## src/rtl/barrier_irq_ctrl_pkg.sv

```systemverilog
// ---------------------------------------------------------------------------
// barrier_irq_ctrl_pkg
//
// Shared definitions for the shader-core completion interrupt controller:
//   - CAUSE_* : 2-bit encodings reported on irq_cause
//   - state_e : controller state (collecting dones / interrupt outstanding)
//   - CORE_NUM_MAX and core_num_ok() : legal range for the core count
// ---------------------------------------------------------------------------
package barrier_irq_ctrl_pkg;

   localparam logic [1:0] CAUSE_NONE    = 2'b00;
   localparam logic [1:0] CAUSE_BARRIER = 2'b01;
   localparam logic [1:0] CAUSE_ANY     = 2'b10;
   localparam logic [1:0] CAUSE_TIMEOUT = 2'b11;

   localparam int CORE_NUM_MAX = 32;

   // COLLECT gathers done pulses for the current round; FIRED holds the
   // interrupt until the host (or the pulse auto-rearm) releases it.
   typedef enum logic {
      COLLECT = 1'b0,
      FIRED   = 1'b1
   } state_e;

   // The done/enable vectors are at most one 32-bit word wide on the host side.
   function automatic bit core_num_ok(input int n);
      return (n >= 1) && (n <= CORE_NUM_MAX);
   endfunction

endpackage

```

## src/rtl/barrier_irq_ctrl_stall.sv

```systemverilog
// ---------------------------------------------------------------------------
// stall_timer
//
// Saturating stall counter used to detect a barrier that never completes.
//
// Ports:
//   clk      in   system clock
//   rst_n    in   asynchronous active-low reset
//   en       in   count this cycle
//   clr      in   return the count to zero (wins over en)
//   limit    in   stall limit in cycles; 0 means the timer never expires
//   expired  out  the current cycle is the last one of the stall window
// ---------------------------------------------------------------------------
module stall_timer #(
   parameter int TIMEOUT_W = 16
) (
   input  logic                 clk,
   input  logic                 rst_n,
   input  logic                 en,
   input  logic                 clr,
   input  logic [TIMEOUT_W-1:0] limit,
   output logic                 expired
);

   localparam logic [TIMEOUT_W-1:0] ONE = {{(TIMEOUT_W-1){1'b0}}, 1'b1};

   logic [TIMEOUT_W-1:0] count_q;
   logic [TIMEOUT_W-1:0] count_d;

   // Next count: clear has priority; otherwise count up while enabled and
   // stick at all-ones so a long stall never wraps back into the window.
   always_comb begin
      count_d = count_q;
      if (clr) begin
         count_d = '0;
      end else if (en && (count_q != '1)) begin
         count_d = count_q + ONE;
      end
   end

   // Counter register.
   always_ff @(posedge clk or negedge rst_n) begin
      if (!rst_n) begin
         count_q <= '0;
      end else begin
         count_q <= count_d;
      end
   end

   // The count equals the number of stalled cycles already elapsed, so the
   // window ends on the cycle where it reaches limit-1.
   assign expired = (limit != '0) && (count_q == (limit - ONE));

endmodule

```

## src/rtl/barrier_irq_ctrl.sv

```systemverilog
// ---------------------------------------------------------------------------
// barrier_irq_ctrl
//
// Collects per-core done pulses from CORE_NUM shader cores and raises one
// host interrupt when every enabled core has finished (barrier mode), when
// any enabled core has finished (any mode), or when a barrier stalls past a
// programmable timeout. The interrupt is either held until irq_ack or sent
// as a one-cycle pulse (PULSE_MODE=1), and reports cause and core status.
//
// Ports:
//   clk            in   system clock, rising edge
//   rst_n          in   asynchronous active-low reset
//   core_done      in   per-core done, any pulse width
//   core_en        in   per-core enable
//   mode           in   0 = barrier, 1 = any
//   timeout_limit  in   stall limit in cycles, 0 disables the timeout
//   irq_ack        in   host acknowledge (ignored when PULSE_MODE=1)
//   irq            out  interrupt to host
//   irq_cause      out  CAUSE_* of the last fire, CAUSE_NONE once released
//   done_status    out  enabled cores that were done at fire time
//   missing        out  enabled cores that were not done at fire time
//   busy           out  round in progress (an enabled core has reported)
// ---------------------------------------------------------------------------
module barrier_irq_ctrl
   import barrier_irq_ctrl_pkg::*;
#(
   parameter int CORE_NUM   = 4,
   parameter int TIMEOUT_W  = 16,
   parameter int PULSE_MODE = 0
) (
   input  logic                 clk,
   input  logic                 rst_n,
   input  logic [CORE_NUM-1:0]  core_done,
   input  logic [CORE_NUM-1:0]  core_en,
   input  logic                 mode,
   input  logic [TIMEOUT_W-1:0] timeout_limit,
   input  logic                 irq_ack,
   output logic                 irq,
   output logic [1:0]           irq_cause,
   output logic [CORE_NUM-1:0]  done_status,
   output logic [CORE_NUM-1:0]  missing,
   output logic                 busy
);

   generate
      if (!core_num_ok(CORE_NUM)) begin : g_core_num_bad
         $error("barrier_irq_ctrl: CORE_NUM must be in 1..32");
      end
   endgenerate

   state_e              state_q, state_d;
   logic [CORE_NUM-1:0] done_q, done_d;
   logic [CORE_NUM-1:0] pend_q, pend_d;
   logic                irq_q, irq_d;
   logic [1:0]          cause_q, cause_d;
   logic [CORE_NUM-1:0] status_q, status_d;
   logic [CORE_NUM-1:0] missing_q, missing_d;

   logic [CORE_NUM-1:0] eff;
   logic                en_any;
   logic                barrier_done;
   logic                any_done;
   logic                stall_active;
   logic                timer_expired;
   logic                timeout_hit;
   logic                release_irq;
   logic                fire;
   logic                timer_clr;

   // Round evaluation. A done arriving this cycle counts immediately so the
   // interrupt follows one edge after the last done. Disabled cores count as
   // finished for the barrier and are ignored by any mode; completion is
   // re-checked against the live enable mask every cycle.
   always_comb begin
      eff          = done_q | core_done;
      en_any       = |core_en;
      barrier_done = !mode && en_any && (&(eff | ~core_en));
      any_done     = mode && (|(eff & core_en));
      stall_active = (state_q == COLLECT) && !mode && (|(eff & core_en)) &&
                     (timeout_limit != '0);
      timeout_hit  = stall_active && timer_expired && !barrier_done;
      release_irq  = (PULSE_MODE != 0) ? 1'b1 : irq_ack;
   end

   // Stall window opens on the cycle the first enabled done arrives and
   // closes whenever the round fires, is released or goes idle again.
   stall_timer #(
      .TIMEOUT_W (TIMEOUT_W)
   ) u_stall_timer (
      .clk     (clk),
      .rst_n   (rst_n),
      .en      (stall_active),
      .clr     (timer_clr),
      .limit   (timeout_limit),
      .expired (timer_expired)
   );

   // Next-state logic. In COLLECT we either fire (capturing status and
   // clearing the round) or keep accumulating dones. In FIRED the outputs
   // stay frozen and new dones are parked in pend_q; the release (host ack,
   // or automatically after one cycle in pulse mode) seeds the next round
   // with everything that arrived meanwhile, including this cycle's dones.
   always_comb begin
      state_d   = state_q;
      done_d    = done_q;
      pend_d    = pend_q;
      irq_d     = irq_q;
      cause_d   = cause_q;
      status_d  = status_q;
      missing_d = missing_q;
      fire      = 1'b0;

      unique case (state_q)
         COLLECT: begin
            if (barrier_done || any_done || timeout_hit) begin
               fire      = 1'b1;
               state_d   = FIRED;
               irq_d     = 1'b1;
               status_d  = eff & core_en;
               missing_d = core_en & ~eff;
               done_d    = '0;
               if (barrier_done) begin
                  cause_d = CAUSE_BARRIER;
               end else if (any_done) begin
                  cause_d = CAUSE_ANY;
               end else begin
                  cause_d = CAUSE_TIMEOUT;
               end
            end else begin
               done_d = eff;
            end
         end
         FIRED: begin
            if (release_irq) begin
               state_d = COLLECT;
               irq_d   = 1'b0;
               cause_d = CAUSE_NONE;
               done_d  = pend_q | core_done;
               pend_d  = '0;
            end else begin
               pend_d = pend_q | core_done;
            end
         end
         default: begin
            state_d = COLLECT;
         end
      endcase

      timer_clr = fire || !stall_active;
   end

   // State and output registers; reset discards any pending dones.
   always_ff @(posedge clk or negedge rst_n) begin
      if (!rst_n) begin
         state_q   <= COLLECT;
         done_q    <= '0;
         pend_q    <= '0;
         irq_q     <= 1'b0;
         cause_q   <= CAUSE_NONE;
         status_q  <= '0;
         missing_q <= '0;
      end else begin
         state_q   <= state_d;
         done_q    <= done_d;
         pend_q    <= pend_d;
         irq_q     <= irq_d;
         cause_q   <= cause_d;
         status_q  <= status_d;
         missing_q <= missing_d;
      end
   end

   assign irq         = irq_q;
   assign irq_cause   = cause_q;
   assign done_status = status_q;
   assign missing     = missing_q;
   assign busy        = (state_q == COLLECT) && (|(done_q & core_en));

endmodule
```

## config.mk

```make
export PLATFORM = sky130hd
export DESIGN_NAME = barrier_irq_ctrl
export DESIGN_NICKNAME = d
export VERILOG_FILES = /design/src/rtl/barrier_irq_ctrl_pkg.sv /design/src/rtl/barrier_irq_ctrl_stall.sv /design/src/rtl/barrier_irq_ctrl.sv
export SDC_FILE = /design/constraint.sdc
export NUM_CORES = 1
export LEC_CHECK = 0
export CAP_MARGIN = 20
export CORE_MARGIN = 1
export CORE_UTILIZATION = 35
export CTS_CLUSTER_SIZE = 28
export DETAILED_ROUTE_END_ITERATION = 10
export GPL_ROUTABILITY_DRIVEN = 0
export PLACE_DENSITY = 0.61
export SLEW_MARGIN = 10
export SYNTH_ARGS = -nofsm -noshare
export SYNTH_HDL_FRONTEND = slang
export SYNTH_SLANG_ARGS = --single-unit
export TNS_END_PERCENT = 30
```

## constraint.sdc

```tcl
create_clock -name clk -period 5.9 [get_ports clk]
set_input_delay 0.59 -clock clk [delete_from_list [all_inputs] [get_ports clk]]
set_output_delay 0.59 -clock clk [all_outputs]
set_load 0.005 [all_outputs]
```

==> flow_summary.yaml, run 1 <==
clock_network:
  clk_pin_slew_ps: 70
  clk_latency_ps: 290
  cts_tree: "built"
  cts_hold_buf: 0
  cts-root-buf: "clkbuf_8"
  post_cts_buffers: 0
  htreeDepth: 2
  cts_resized: 0
  clock_path_buffers: 2
  clkSinkCount: 36
  numCtsBuffers: 5
sta:
  hold_viol: 0
  setup_viol: 0
  rsz0062_at_grt: "false"
  tns_ps: 0
  min_period_ps: 3450
  fin_crit_sh: 0.585
  layout_setup_ws_ps: 2450
  tightestPinTransition_ps: 684
  fmax_mhz: 290
  relSlewSlack: 0.541
  finClkSkew_ps: 9.57
  drv_slew: 0
cells_and_area:
  n_antenna_cell: 0
  drive_above_1_share: 0.0891
  area_growth_pct: 22.5
  fin_cells: 380
  fin_area_mm2: 0.00292
  num-nets-final: 333
  fillers: 641
global_routing:
  grt-ovfl-total: 0
  grt_antenna_before_repair: 0
  grt_pass1_wl_um: 9210
  gr-usage-all-layers: 0.159
  grt_pass1_vias: 1982
  grt_max_degree: 37
yosys:
  syn_area_mm2: 0.00238
  async_flop_share: 1.00
  synth_cells: 267
  ys_seq_elements: 36
  synthTopCellsByArea: "dfrtp_1 (38%), xor2_1 (5.9%), xnor2_1 (5.1%), nor3_1 (3.8%), nor2_1 (3.3%)"
  synth_commonest_cells: "dfrtp_1 (36), nor2_1 (21), nor3_1 (18)"
  synth_edf_count: 0
  synth_ff_type: "dfrtp_1"
  yosys_warnings: 0
  netlist.area_leader.share: 0.378
  synth_cell_types: 47
  synth_top_area_cell: "dfrtp_1"
  synthesis.nets: 298
  synth_most_common_cell: "dfrtp_1"
  avgSynthCellArea_um2: 8.92
  ys_seq_area_frac: 0.378
critical_path:
  required_ps: 6070
  cp_top_family: "compound AO/OA/AOI/OAI gates"
  path_max_fanout: 12
  crit_slowest_cell: "o2bb2ai_2"
  critPathLaunchType: "input port"
  r2r_cells: 8
  arrival_ps: 3620
  cp_num_buf_inv: 2
  worstReg2RegStart: "u_stall_timer.count_q[0]$_DFFE_PN0P_"
  slowest_delay_ps: 580
  worstSetupPathType: "input port to flop"
  critPathCaptureType: "flop"
  reg2reg_to: "u_stall_timer.count_q[8]$_DFFE_PN0P_"
  ff2ff_setup_slack_ps: 3280
  worstPathCellList: "clkdlybuf4s50_1 > inv_1 > ha_1 > nor3b_2 > nand4b_1 > xor2_1 > o32ai_1 > a21oi_1 > o2bb2ai_2 > mux2_2"
drt:
  drc_errors: 10
  drt_wl_total_um: 5580
  num_vias: 2071
  wl_per_cell_um: 14.7
  drt_iter0_markers: 123
  dr.pass1.iters: 7
  viasPerCell: 5.45
  ant_nets: 0
placement:
  placed_area_mm2: 0.00282
  pre_cts_ws_ps: 2160
  port_buffers: 39
  post-place-cells: 372
  dpl.hpwl_um: 4040
pwr:
  peakVddDrop_mv: 0.216
  leakagePower_uw: 0.00113
  p_per_area_mw_per_mm2: 266
floorplanning:
  coreArea_mm2: 0.00646
  initial_core_util: 0.369
  die_x_um: 84.5
  die-area_mm2: 0.00714
  rows: 29
  die_h_um: 84.5
  ios: 40
run:
  maxCapViolCount: 0
outcome:
  status: "finished with violations"
  violations: "design-rule violations"
hold_path:
  holdCritStartpoint: "missing[0]$_DFFE_PN0P_"
  hold_depth: 1
  hp-class: "flop to flop"
  min_to: "missing[0]$_DFFE_PN0P_"
==> state kept, by name (all words and copies together) (netlist names) <==
signal and count:
done_status 4, done_q 4, state_q 1, pend_q 4, u_stall_timer.count_q 16, irq_cause 2
missing 4, irq 1
==> metrics by stage <==
step,util,total power [uW],hold WS (ps)
after floorplan,-,477,294
after global placement,0.437,600,506
after detailed placement,0.437,601,503
after CTS,0.452,787,529
after global routing,0.452,828,544
final,0.452,777,521
==> how the worst max path moves through the flow <==
| stage | start | endpoint | cells past startpoint |
|---|---|---|---|
| finish | timeout_limit[0] | missing[0]$_DFFE_PN0P_ | 10 |
| global route | timeout_limit[0] | missing[1]$_DFFE_PN0P_ | 10 |
| CTS | timeout_limit[0] | missing[1]$_DFFE_PN0P_ | 10 |
| detailed placement | timeout_limit[0] | missing[1]$_DFFE_PN0P_ | 10 |
| global placement | timeout_limit[5] | missing[1]$_DFFE_PN0P_ | 8 |
| floorplan | timeout_limit[4] | missing[2]$_DFFE_PN0P_ | 8 |
==> power by group <==
part / switching [uW] / internal [uW]
clock network: 88.9 / 93.2
logic: 102 / 141
registers: 51.5 / 300
==> cells by family after synthesis <==
logic type | share of synthesized area
mux | 0.0473
xor+xnor | 0.110
flops | 0.378
compound gates | 0.144
fa+ha+maj | 0.0158
buf+inv | 0.0499
simple gates | 0.254
==> final cells by class <==
| cell class | instances | area (um2) | area share |
|---|---|---|---|
| well taps | 77 | 96.3 | 0.0330 |
| flip-flops and latches | 36 | 901 | 0.309 |
| inverters | 16 | 60.1 | 0.0206 |
| clock inverters | 2 | 10.0 | 0.00343 |
| repair buffers | 41 | 405 | 0.139 |
| multi-input cells | 202 | 1360 | 0.467 |
| clock buffers | 6 | 82.6 | 0.0283 |
==> layer usage <==
metal	vias to the layer above	part of all wire	track usage
met2	64	0.43	0.253
met3	11	0.056	0.0344
met1	961	0.49	0.215
met4	0	0.022	0.0586
li1	1035	-	-
met5	-	0	0
==> layout by cell type (no fill, tap or decap), types with 2 or more instances in the layout <==
cell / synthesis / layout
inv_1: 16 / 16
or4_4: 2 / 2
o31a_1: 3 / 3
o32ai_1: 2 / 2
nor4_1: 8 / 8
nand4_1: 9 / 9
nand2_1: 12 / 12
nor4b_1: 2 / 2
clkdlybuf4s50_1: 0 / 39
ha_1: 3 / 3
o31ai_1: 2 / 2
a21oi_1: 12 / 12
nor3_1: 18 / 18
nor2_1: 21 / 21
a31oi_1: 5 / 5
or2_2: 2 / 2
mux2_4: 2 / 2
nand3_1: 13 / 13
clkinv_2: 0 / 2
dfrtp_1: 36 / 36
o21ba_2: 2 / 2
and3_1: 4 / 4
buf_4: 0 / 2
mux2_2: 2 / 2
mux2i_1: 6 / 6
a22oi_1: 2 / 2
o22ai_1: 3 / 3
nor2b_1: 2 / 2
xor2_1: 16 / 16
nand4b_1: 2 / 2
nor3b_1: 6 / 6
o21a_1: 2 / 2
clkbuf_8: 0 / 6
nor3_2: 2 / 2
xnor2_1: 14 / 14
o21ai_0: 12 / 12
Power figures use the tool's default switching activity.
==> inputs of run 2 (changes only) <==
Clock period 5.9 ns to 3.31 ns, I/O delays scaled along.
==> flow_summary.yaml, run 2 (synthesis gave the netlist of run 1 again) <==
drt:
  drt_wl_total_um: 5650
  viasPerCell: 5.47
  ant_nets: 0
  drt_iter0_markers: 149
  dr.pass1.iters: 7
  num_vias: 2095
  wl_per_cell_um: 14.8
  drc_errors: 10
pwr:
  p_per_area_mw_per_mm2: 478
  clkPwrFrac: 0.236
  p_sw_frac: 0.303
  combPwrFrac: 0.335
  leakagePower_uw: 0.00115
  peakVddDrop_mv: 0.361
  p_sw_uw: 430
  p_seq_frac: 0.429
  p_int_uw: 987
clock_network:
  clock_path_buffers: 2
  cts_hold_buf: 0
  cts-root-buf: "clkbuf_8"
  htreeDepth: 2
  post_cts_buffers: 0
  clk_latency_ps: 280
  clk_pin_slew_ps: 70
  clkSinkCount: 36
  cts_resized: 0
  numCtsBuffers: 5
  cts_tree: "built"
critical_path:
  critPathLaunchType: "input port"
  ff2ff_setup_slack_ps: 650
  endpoint: "missing[1]$_DFFE_PN0P_"
  reg2reg_to: "u_stall_timer.count_q[6]$_DFFE_PN0P_"
  required_ps: 3480
  worstSetupPathType: "input port to flop"
  critPathCaptureType: "flop"
  path_max_fanout: 12
  arrival_ps: 3080
  worstSetupStartpoint: "timeout_limit[0]"
  r2r_cells: 8
  worstReg2RegStart: "u_stall_timer.count_q[0]$_DFFE_PN0P_"
global_routing:
  grt_max_degree: 37
  grt_pass1_wl_um: 9720
  grt_pass1_vias: 2032
  grt_antenna_before_repair: 0
  gr-usage-all-layers: 0.171
  grt-ovfl-total: 0
sta:
  tns_ps: 0
  setup_viol: 0
  fmax_mhz: 344
  relSlewSlack: 0.567
  min_period_ps: 2910
  tightestPinTransition_ps: 643
  finClkSkew_ps: 9.26
  drv_slew: 0
  hold_viol: 0
  rsz0062_at_grt: "false"
  layout_setup_ws_ps: 401
  fin_crit_sh: 0.879
  worst_hold_slack_ps: 468
cells_and_area:
  drive_above_1_share: 0.0980
  largest_register: "u_stall_timer.count_q"
  fin_area_mm2: 0.00296
  final_common_cell: "clkdlybuf4s50_1"
  largest_reg_flops: 16
  n_antenna_cell: 0
  num-nets-final: 337
  multi_input_area_mm2: 0.00136
  register_area_um2: 901
  fin_cells: 383
  layout_common_cells: "clkdlybuf4s50_1 (39), dfrtp_1 (36), nor2_1 (21), nor3_1 (18)"
  fillers: 626
  area_growth_pct: 24.4
outcome:
  violations: "design-rule violations"
  status: "finished with violations"
hold_path:
  hp-class: "input port to async pin"
placement:
  port_buffers: 39
  post-place-cells: 376
  placed_area_mm2: 0.00287
  pre_cts_ws_ps: 143
  dpl.hpwl_um: 4050
floorplanning:
  ios: 40
  coreArea_mm2: 0.00646
  initial_core_util: 0.369
  die_h_um: 84.5
  die-area_mm2: 0.00714
  die_x_um: 84.5
  rows: 29
run:
  maxCapViolCount: 0
## run 2: cell count changes in the layout (fill, tap and decap cells not counted), sizes merged
cell / delta
clkinv: -2
clkbuf: +1
buf: +4
## run 2: metal layers
metal,part of all wire,vias up,track usage
li1,-,1041,-
met1,0.49,981,0.235
met2,0.45,69,0.265
met3,0.053,4,0.0315
met4,0.0074,0,0.0724
met5,0,-,0
## run 2: layout make-up
class	instances	area share
multi-input combinational	202	0.459
sequential	36	0.304
timing repair buffer	45	0.151
clock buffer	7	0.0325
tap	77	0.0325
inverter	16	0.0203
## run 2: through the flow
step                      utilization  total power [uW]
after floorplan                     -               849
after global placement          0.444              1090
after detailed placement        0.444              1090
after CTS                       0.459              1440
after global routing            0.459              1520
final                           0.459              1420
## run 2: worst max-delay path: stages
cell             delay [ps]
clkdlybuf4s50_1         490
inv_1                   120
ha_1                    190
nor3b_2                 400
nand4b_1                260
xor2_1                  210
o32ai_1                 220
a21oi_1                 110
o2bb2ai_2               230
buf_12                  170
mux2_2                  340
## run 2: power groups by stage
stage	sequential [uW]	combinational (uW)	clock (uW)
floorplan	607	243	0
finish	608	474	335
detailed placement	614	476	0
global route	623	529	368
global placement	615	473	0
CTS	608	480	351
## run 2: worst min path at each step
stage                                start                              endpoint  depth (start not counted)
finish                               rst_n            done_status[1]$_DFFE_PN0P_                          2
global route                         rst_n  u_stall_timer.count_q[4]$_DFFE_PN0P_                          2
CTS                                  rst_n  u_stall_timer.count_q[4]$_DFFE_PN0P_                          2
detailed placement  missing[0]$_DFFE_PN0P_                missing[0]$_DFFE_PN0P_                          1
global placement    missing[0]$_DFFE_PN0P_                missing[0]$_DFFE_PN0P_                          1
floorplan                            rst_n                 done_q[0]$_DFFE_PN0P_                          0
==> variant, RTL diff (config.mk and constraints of run 1) <==
Set the parameter `PULSE_MODE` to 1 (it was 0).
--- a/src/rtl/barrier_irq_ctrl.sv
+++ b/src/rtl/barrier_irq_ctrl.sv
@@ -26,7 +26,7 @@
 #(
    parameter int CORE_NUM   = 4,
    parameter int TIMEOUT_W  = 16,
-   parameter int PULSE_MODE = 0
+   parameter int PULSE_MODE = 1
 ) (
    input  logic                 clk,
    input  logic                 rst_n,
Function: changed (Yosys sat finds a counterexample within 4 cycles, from zero or initial values and one cycle with rst_n low).
==> variant against run 1 <==
- synthesized area is 8.0% higher
- final area is 5.6% higher
- wire length is 13% higher
- power is 7.5% lower
- clock power is 4% lower
- fmax is 4.8% lower
- sequential cell count is 4 lower
- worst setup slack worse by 0.17 ns
- largest power group unchanged
==> variant: results (changes against run 1) <==
<table>
<tr><th>Metric</th><th>Value</th></tr>
<tr><th colspan="2">Layout</th></tr>
<tr><td>Number of nets in the finished design</td><td>336 (was 333)</td></tr>
<tr><td>Fraction of layout cells with a size suffix above 1</td><td>0.118 (was 0.0891)</td></tr>
<tr><td>Non-filler instance count after layout</td><td>402 (was 380)</td></tr>
<tr><th colspan="2">Logic synthesis</th></tr>
<tr><td>Proportion of synthesized area in mux cells</td><td>0.00779 (was 0.0473)</td></tr>
<tr><td>Most common library cells after synthesis</td><td>dfrtp_1, xnor2_1, nor3_2 (was dfrtp_1, nor2_1, nor3_1)</td></tr>
<tr><td>Synth Area in Compound Gates</td><td>0.200 (was 0.144)</td></tr>
<tr><th colspan="2">Critical path</th></tr>
<tr><td>Maximum fanout along the worst path</td><td>21 (was 12)</td></tr>
<tr><td>Category of cells accounting for the largest share of critical-path delay</td><td>simple AND/OR/NAND/NOR gates (was compound AO/OA/AOI/OAI gates)</td></tr>
<tr><td>Crit path max-delay cell type</td><td>clkdlybuf4s50_1 (was o2bb2ai_2)</td></tr>
<tr><td>Data arrival at the endpoint of the critical path</td><td>3.75 ns (was 3.62 ns)</td></tr>
<tr><td>Origin of the critical flop-to-flop path</td><td>u_stall_timer.count_q[8] (was u_stall_timer.count_q[0])</td></tr>
<tr><th colspan="2">Power and ir drop</th></tr>
<tr><td>Share of power burned in registers</td><td>0.401 (was 0.453)</td></tr>
<tr><td>Combinational Power</td><td>0.000255 W (was 0.000243 W)</td></tr>
<tr><td>Clock power share</td><td>0.244 (was 0.234)</td></tr>
<tr><td>Leakage power summed over all cells</td><td>1.07 nW (was 1.13 nW)</td></tr>
<tr><td>Worst supply voltage drop on vdd</td><td>0.103 mV (was 0.216 mV)</td></tr>
<tr><td>Net Sw Frac</td><td>0.312 (about the same)</td></tr>
<tr><th colspan="2">Placed design</th></tr>
<tr><td>Cell count after placement</td><td>394 (was 372)</td></tr>
<tr><td>HPWL reported at the end of detailed placement</td><td>4.63 mm (was 4.04 mm)</td></tr>
<tr><th colspan="2">Hold path</th></tr>
<tr><td>Beginning of the worst hold path</td><td>state_q (was missing[0])</td></tr>
<tr><td>Terminating pin of the worst hold path</td><td>irq (was missing[0])</td></tr>
<tr><th colspan="2">Drt</th></tr>
<tr><td>Total iterations of the first detailed-routing run</td><td>4 (was 7)</td></tr>
<tr><td>Aggregate routed wire length</td><td>6.33 mm (was 5.58 mm)</td></tr>
<tr><th colspan="2">Status</th></tr>
<tr><td>Result of the run</td><td>complete, no violations (was finished with violations)</td></tr>
<tr><th colspan="2">Timing</th></tr>
<tr><td>Worst max-slew margin expressed relative to the limit</td><td>0.340 (was 0.541)</td></tr>
<tr><th colspan="2">Global routing</th></tr>
<tr><td>Total global-route track usage</td><td>0.181 (was 0.159)</td></tr>
<tr><td>Via count of the first global-routing pass</td><td>2,163 (was 1,982)</td></tr>
<tr><td>Met1 usage</td><td>0.257 (was 0.215)</td></tr>
</table>
-- variant: layout make-up --
type | instances | area, um^2
inverter | 6 | 22.5
timing repair buffer | 40 | 395
fill | 690 | 3860
tap | 96 | 120
multi-input combinational | 220 | 1650
sequential | 32 | 801
clock buffer | 8 | 90.1
-- variant: how the worst max path moves through the flow --
stage | startpoint | endpoint | slack [ns] | cells past startpoint
3_5_place_dp | timeout_limit[0] | u_stall_timer.count_q[2] | 2.03 | 10
6_report | timeout_limit[0] | u_stall_timer.count_q[2] | 2.27 | 10
3_3_place_gp | timeout_limit[0] | irq_cause[0] | 2.06 | 10
4_1_cts | timeout_limit[0] | u_stall_timer.count_q[2] | 2.35 | 10
5_1_grt | timeout_limit[0] | u_stall_timer.count_q[2] | 2.07 | 10
2_1_floorplan | timeout_limit[0] | done_q[0] | 3.08 | 9
-- variant: layer usage --
layer	routed length [um]	up-vias
met5	0	-
met4	95	0
met3	230	6
met2	2840	58
met1	3170	1105
li1	-	1115
